--- src/rtl/y86_pkg.sv ---
// y86_pkg
// Shared constants for the Y86-64 execute-stage controller: instruction
// codes, ALU operation encodings, jXX/cmovXX condition function codes,
// the "no register" ID and bit positions inside the {ZF,SF,OF} CC vector.
package y86_pkg;

    // Instruction codes
    localparam logic [3:0] IHALT   = 4'h0;
    localparam logic [3:0] INOP    = 4'h1;
    localparam logic [3:0] IRRMOVQ = 4'h2;
    localparam logic [3:0] IIRMOVQ = 4'h3;
    localparam logic [3:0] IRMMOVQ = 4'h4;
    localparam logic [3:0] IMRMOVQ = 4'h5;
    localparam logic [3:0] IOPQ    = 4'h6;
    localparam logic [3:0] IJXX    = 4'h7;
    localparam logic [3:0] ICALL   = 4'h8;
    localparam logic [3:0] IRET    = 4'h9;
    localparam logic [3:0] IPUSHQ  = 4'hA;
    localparam logic [3:0] IPOPQ   = 4'hB;

    // ALU control encodings; OPq ifun 0..3 maps directly onto these
    localparam logic [1:0] ALU_ADD = 2'b00;
    localparam logic [1:0] ALU_SUB = 2'b01;
    localparam logic [1:0] ALU_AND = 2'b10;
    localparam logic [1:0] ALU_XOR = 2'b11;

    // Condition function codes for jXX / cmovXX
    localparam logic [3:0] C_YES = 4'h0;
    localparam logic [3:0] C_LE  = 4'h1;
    localparam logic [3:0] C_L   = 4'h2;
    localparam logic [3:0] C_E   = 4'h3;
    localparam logic [3:0] C_NE  = 4'h4;
    localparam logic [3:0] C_GE  = 4'h5;
    localparam logic [3:0] C_G   = 4'h6;

    localparam logic [3:0] RNONE = 4'hF;

    // Bit positions inside cc = {ZF, SF, OF}
    localparam int CC_ZF = 2;
    localparam int CC_SF = 1;
    localparam int CC_OF = 0;

    localparam logic [2:0] CC_RESET = 3'b100;

endpackage

--- src/rtl/y86_cond_eval.sv ---
// y86_cond_eval
// Combinational evaluation of a jXX/cmovXX condition against the CC register.
// Ports:
//   ifun  in  4  condition function code
//   cc    in  3  {ZF,SF,OF}
//   cnd   out 1  condition outcome (0 for undefined codes above 6)
module y86_cond_eval (
    input  logic [3:0] ifun,
    input  logic [2:0] cc,
    output logic       cnd
);
    import y86_pkg::*;

    logic zf;
    logic sf;
    logic of;
    logic lt;

    assign zf = cc[CC_ZF];
    assign sf = cc[CC_SF];
    assign of = cc[CC_OF];
    assign lt = sf ^ of;

    always_comb begin
        cnd = 1'b0;
        case (ifun)
            C_YES:   cnd = 1'b1;
            C_LE:    cnd = lt | zf;
            C_L:     cnd = lt;
            C_E:     cnd = zf;
            C_NE:    cnd = ~zf;
            C_GE:    cnd = ~lt;
            C_G:     cnd = ~lt & ~zf;
            default: cnd = 1'b0;
        endcase
    end

endmodule

--- src/rtl/y86_exec_ctrl.sv ---
// y86_exec_ctrl
// Execute-stage controller for the Y86-64 pipeline. Decodes icode/ifun into
// the shared ALU's control and operand selects, owns the {ZF,SF,OF} condition
// code register, evaluates jXX/cmovXX conditions and registers the result in
// a single-entry valid/ready output register toward the memory stage.
// Ports:
//   clk, rst                      clock, synchronous active-high reset
//   in_valid/in_ready             handshake from the decode stage
//   in_icode, in_ifun             instruction and function codes
//   in_valA, in_valB, in_valC     operands and immediate
//   in_dstE                       ALU-result destination register
//   alu_ctrl, alu_a, alu_b        combinational drive to the shared ALU
//   alu_result                    ALU output (gated buses ORed outside)
//   cc_block                      suppress CC update (later-stage exception)
//   out_valid/out_ready           handshake toward the memory stage
//   out_valE, out_dstE, out_cnd   registered result, destination, condition
//   cc_out                        current {ZF,SF,OF}
module y86_exec_ctrl #(
    parameter int         W     = 64,
    parameter logic [3:0] RNONE = 4'hF
) (
    input  logic         clk,
    input  logic         rst,
    input  logic         in_valid,
    output logic         in_ready,
    input  logic [3:0]   in_icode,
    input  logic [3:0]   in_ifun,
    input  logic [W-1:0] in_valA,
    input  logic [W-1:0] in_valB,
    input  logic [W-1:0] in_valC,
    input  logic [3:0]   in_dstE,
    output logic [1:0]   alu_ctrl,
    output logic [W-1:0] alu_a,
    output logic [W-1:0] alu_b,
    input  logic [W-1:0] alu_result,
    input  logic         cc_block,
    output logic         out_valid,
    input  logic         out_ready,
    output logic [W-1:0] out_valE,
    output logic [3:0]   out_dstE,
    output logic         out_cnd,
    output logic [2:0]   cc_out
);
    import y86_pkg::*;

    localparam logic [W-1:0] STACK_STEP = W'(8);

    logic         out_valid_q, out_valid_d;
    logic [W-1:0] out_vale_q, out_vale_d;
    logic [3:0]   out_dste_q, out_dste_d;
    logic         out_cnd_q, out_cnd_d;
    logic [2:0]   cc_q, cc_d;

    logic         accept;
    logic         op_valid;
    logic         opq_ok;
    logic         cond_raw;
    logic         cnd_sel;
    logic         new_zf;
    logic         new_sf;
    logic         new_of;

    assign in_ready = ~out_valid_q | out_ready;
    assign accept   = in_valid & in_ready;
    assign opq_ok   = (in_icode == IOPQ) && (in_ifun <= 4'd3);

    // Operand / ALU op selection. op_valid marks icodes that produce a result;
    // everything else drives 0 + 0 and the registered result is forced to 0.
    always_comb begin
        alu_ctrl = ALU_ADD;
        alu_a    = '0;
        alu_b    = '0;
        op_valid = 1'b1;
        case (in_icode)
            IRRMOVQ: alu_a = in_valA;
            IIRMOVQ: alu_a = in_valC;
            IRMMOVQ, IMRMOVQ: begin
                alu_a = in_valB;
                alu_b = in_valC;
            end
            IOPQ: begin
                if (opq_ok) begin
                    alu_ctrl = in_ifun[1:0];
                    alu_a    = in_valB;
                    alu_b    = in_valA;
                end else begin
                    op_valid = 1'b0;
                end
            end
            ICALL, IPUSHQ: begin
                alu_ctrl = ALU_SUB;
                alu_a    = in_valB;
                alu_b    = STACK_STEP;
            end
            IRET, IPOPQ: begin
                alu_a = in_valB;
                alu_b = STACK_STEP;
            end
            default: op_valid = 1'b0;
        endcase
    end

    // Flags computed from the ALU result for the current selection
    assign new_zf = (alu_result == '0);
    assign new_sf = alu_result[W-1];

    always_comb begin
        new_of = 1'b0;
        case (alu_ctrl)
            ALU_ADD: new_of = (alu_a[W-1] == alu_b[W-1]) && (alu_result[W-1] != alu_a[W-1]);
            ALU_SUB: new_of = (alu_a[W-1] != alu_b[W-1]) && (alu_result[W-1] != alu_a[W-1]);
            default: new_of = 1'b0;
        endcase
    end

    // Conditions look at the CC register as it stands before this instruction
    y86_cond_eval u_cond_eval (
        .ifun (in_ifun),
        .cc   (cc_q),
        .cnd  (cond_raw)
    );

    assign cnd_sel = ((in_icode == IRRMOVQ) || (in_icode == IJXX)) ? cond_raw : 1'b1;

    always_comb begin
        out_valid_d = out_valid_q;
        out_vale_d  = out_vale_q;
        out_dste_d  = out_dste_q;
        out_cnd_d   = out_cnd_q;
        cc_d        = cc_q;
        if (accept) begin
            out_valid_d = 1'b1;
            out_vale_d  = op_valid ? alu_result : '0;
            out_cnd_d   = cnd_sel;
            // A cmov whose condition fails writes nowhere
            out_dste_d  = ((in_icode == IRRMOVQ) && !cnd_sel) ? RNONE : in_dstE;
            if (opq_ok && !cc_block) begin
                cc_d = {new_zf, new_sf, new_of};
            end
        end else if (out_ready) begin
            out_valid_d = 1'b0;
        end
    end

    always_ff @(posedge clk) begin
        if (rst) begin
            out_valid_q <= 1'b0;
            out_vale_q  <= '0;
            out_dste_q  <= RNONE;
            out_cnd_q   <= 1'b0;
            cc_q        <= CC_RESET;
        end else begin
            out_valid_q <= out_valid_d;
            out_vale_q  <= out_vale_d;
            out_dste_q  <= out_dste_d;
            out_cnd_q   <= out_cnd_d;
            cc_q        <= cc_d;
        end
    end

    assign out_valid = out_valid_q;
    assign out_valE  = out_vale_q;
    assign out_dstE  = out_dste_q;
    assign out_cnd   = out_cnd_q;
    assign cc_out    = cc_q;

endmodule

--- config.mk ---
export PLATFORM = sky130hd
export DESIGN_NAME = y86_exec_ctrl
export DESIGN_NICKNAME = d
export VERILOG_FILES = /design/src/rtl/y86_pkg.sv /design/src/rtl/y86_cond_eval.sv /design/src/rtl/y86_exec_ctrl.sv
export SDC_FILE = /design/constraint.sdc
export NUM_CORES = 1
export LEC_CHECK = 0
export BUFFER_PORTS_ARGS = -buffer_cell sky130_fd_sc_hd__buf_4
export CAP_MARGIN = 20
export CORE_AREA = 2 2 188 190
export DETAILED_ROUTE_END_ITERATION = 12
export DIE_AREA = 0 0 190 192
export SLEW_MARGIN = 20
export SYNTH_ARGS = -nofsm -noshare
export SYNTH_HDL_FRONTEND = slang
export SYNTH_SLANG_ARGS = --single-unit
export TNS_END_PERCENT = 100
--- constraint.sdc ---
create_clock -name clk -period 7.3 [get_ports clk]
set_input_delay 2.19 -clock clk [delete_from_list [all_inputs] [get_ports clk]]
set_output_delay 2.19 -clock clk [all_outputs]
set_load 0.1 [all_outputs]
==> results.txt <==
Outcome - finished, final reports clean
Die Width - 190 um
DRC viols - 0
Hpwl dp - 24600 um
Relative slew slack - 0.418
Clk_lat worst skew - 340 ps
Setup violations, final - 0
Leak - 4.48 nW
Final Max Tran Viols - 0
Clock skew - 12.9 ps
Vias - 6632
Setup bufs post-CTS - 0
Die area - 36500 um2
Yosys Warn Count - 0
P per Cell Area - 194 nW/um2
Main combinational cell family by area after synthesis - compound AO/OA/AOI/OAI gates
Iteration-0 DRC Markers - 755
Hold-fix buffers, CTS - 0
FF+latch count, synth - 73
GRT Residual Overflow - 0
Avg Cell Area, Syn - 8.33 um2
Drt pass-1 iters - 10
Worst Setup Path Type - primary input to output port
Worst Hold Class - flop to flop
Cts repair resizes - 0
Met3 wire len - 2800 um
Core Box Area - 34300 um2
Mux contribution to synthesized area - 0.00449
Initial Util - 0.130
Commonest non-fill, non-tap cell in the layout - buf_4
Clk root buf - clkbuf_16
Hold Path Origin - out_cnd$_SDFFE_PP0P_
R2r startpoint - out_valid$_SDFFE_PP0P_
Worst path arrival time - 4270 ps
Period utilization - 0.885
Count of input and output buffers - 476
Cell area after layout - 8820 um2
Sinks on Clock Net - 73
Setup crit start kind - primary input
FF-to-FF path depth - 6
Cells after DPL - 1420
Area growth, synth to finish - 97.9%
Antenna viol nets, final - 0
Drt wl/cell - 20.7 um
R2r setup slk - 5220 ps
Via-per-instance ratio - 4.61
CTS H-tree lvls - 3
TritonCTS buffer count - 9
Worst VDD drop - 0.111 mV
# rows - 68
CP max FO - 62
Seq/Total Area, Yosys - 0.328
Clk buf depth - 2
Post-Synth Adder-Cell Area - 0
First-pass GRT wire length - 41400 um
Filler instances - 3726
Largest net degree at the start of global routing - 75
GP Congestion - 0.889
Worst Path Required - 5110 ps
Fin cells - 1438
Final Power - 1.71 mW
RSZ-0062 raised after global routing - no
Number of global-route vias before repair - 6273
Netlist Area Pre-Place - 4460 um2
Setup TNS - 0 ps
CTS tree - built
Synth Area in Compound Gates - 0.402
Syn Nets - 808
Post-Syn Instances - 535
Hold Violations, Final - 0
Layout cell share with drive strength beyond 1 - 0.521
Fin crit period - 6460 ps
Die H - 192 um
Hold Path End - out_cnd$_SDFFE_PP0P_
Max-Cap Viols - 0
Met1 wire length - 11700 um
Post-synthesis simple-gate area fraction - 0.142
Least-Margin Pin Slew - 870 ps
Crit. End Element - output port
Synth cell types - 40
Routed WL - 29700 um
Fmax - 155 MHz
I/O pin count - 477
R2R Path End - out_valE[47]$_SDFFE_PP0P_
Worst Hold Depth - 2
GRT Total Usage - 0.149
Final #Nets - 1249
XOR/XNOR share of the synthesized area - 0.00590
Dpl cell area - 8490 um2
Initial antenna violation count - 3
Uppermost layer routed - met4
DR WL met2 - 14900 um
Clock-pin slew on the worst setup and hold paths - 60 ps
Most frequent cells in the layout - 484 x buf_4, 74 x nor2_1, 73 x dfxtp_1, 65 x inv_1
==> stage by stage <==
stage / util / hold WS [ps] / setup WS, ps
final: 0.257 / 500 / 840
after global routing: 0.257 / 517 / 735
after floorplan: - / 927 / 1290
after detailed placement: 0.248 / 489 / 872
after global placement: 0.248 / 484 / 863
after CTS: 0.257 / 500 / 867
==> synth_stat cells <==
cell / instances / area share
nor4b_1: 1 / 0.0020
a222oi_1: 63 / 0.14
buf_6: 5 / 0.013
nand3b_1: 2 / 0.0034
nand3_1: 2 / 0.0022
nor4b_4: 1 / 0.0053
o22ai_1: 2 / 0.0028
nand2_1: 4 / 0.0034
nand3b_2: 1 / 0.0025
o211ai_1: 1 / 0.0017
mux2i_1: 2 / 0.0045
nor2b_1: 1 / 0.0014
buf_4: 1 / 0.0017
clkbuf_1: 25 / 0.021
a211o_1: 1 / 0.0020
nand4_1: 5 / 0.0070
a22o_1: 64 / 0.13
a22oi_1: 64 / 0.11
buf_1: 5 / 0.0042
a21o_1: 2 / 0.0034
a21oi_1: 5 / 0.0056
xor2_1: 2 / 0.0039
o31a_1: 1 / 0.0020
dfxtp_1: 73 / 0.33
o21ai_1: 1 / 0.0011
nor3_1: 5 / 0.0056
nor4_1: 16 / 0.022
nor2_1: 75 / 0.063
o21ai_2: 1 / 0.0020
nor4bb_1: 2 / 0.0045
inv_1: 65 / 0.055
nor3b_1: 2 / 0.0034
xnor2_1: 1 / 0.0020
nand4bb_1: 1 / 0.0025
nand2b_1: 5 / 0.0070
buf_2: 21 / 0.024
or4_1: 1 / 0.0017
and2_1: 3 / 0.0042
a221oi_1: 2 / 0.0039
a221o_1: 1 / 0.0022
==> logic make-up after synthesis <==
kind of cell    count (synthesis)
mux                             2
compound gates                208
flops                          73
buf+inv                       122
simple gates                  127
xor+xnor                        3
==> state kept, by name, indices dropped and copies added, names as in the netlist <==
| name | cells |
|---|---|
| out_cnd | 1 |
| out_dstE | 4 |
| out_valid | 1 |
| cc_out | 3 |
| out_valE | 64 |
==> worst max-delay path by stage <==
stage	startpoint	to	slack, ps	cells past startpoint
floorplan	in_icode[3]	alu_b[26]	1290	6
global placement	in_icode[3]	alu_b[49]	860	6
detailed placement	in_icode[3]	alu_b[49]	870	6
CTS	in_icode[3]	alu_a[52]	870	7
global route	in_icode[3]	alu_b[49]	730	6
finish	in_icode[3]	alu_b[35]	840	6
==> metal layers <==
metal	vias to the layer above	GRT usage
met3	16	0.0289
li1	2994	-
met1	3175	0.185
met5	-	0
met2	447	0.269
met4	0	0.0268
==> worst max-delay path: stages <==
cell	delay [ps]
buf_4	140
nand2b_1	290
nor4bb_4	650
buf_12	340
a22o_1	270
buf_4	320
==> cell type report <==
type	instances	area (um2)	share of cell area
well taps	455	569	0.0646
clock buffers	10	229	0.0260
repair buffers	487	3690	0.419
diodes	2	5.00	0.000568
inverters	65	244	0.0277
clock inverters	6	90.1	0.0102
flip-flops and latches	73	1460	0.166
multi-input cells	340	2520	0.286
==> report_power, final <==
| part | internal, mW | switching (mW) | total [mW] | leakage [nW] |
|---|---|---|---|---|
| Combinational | 0.219 | 0.589 | 0.807 | 3.73 |
| Clock | 0.301 | 0.180 | 0.481 | 0.153 |
| Sequential | 0.416 | 0.0100 | 0.426 | 0.595 |
Power figures use the tool's default switching activity.
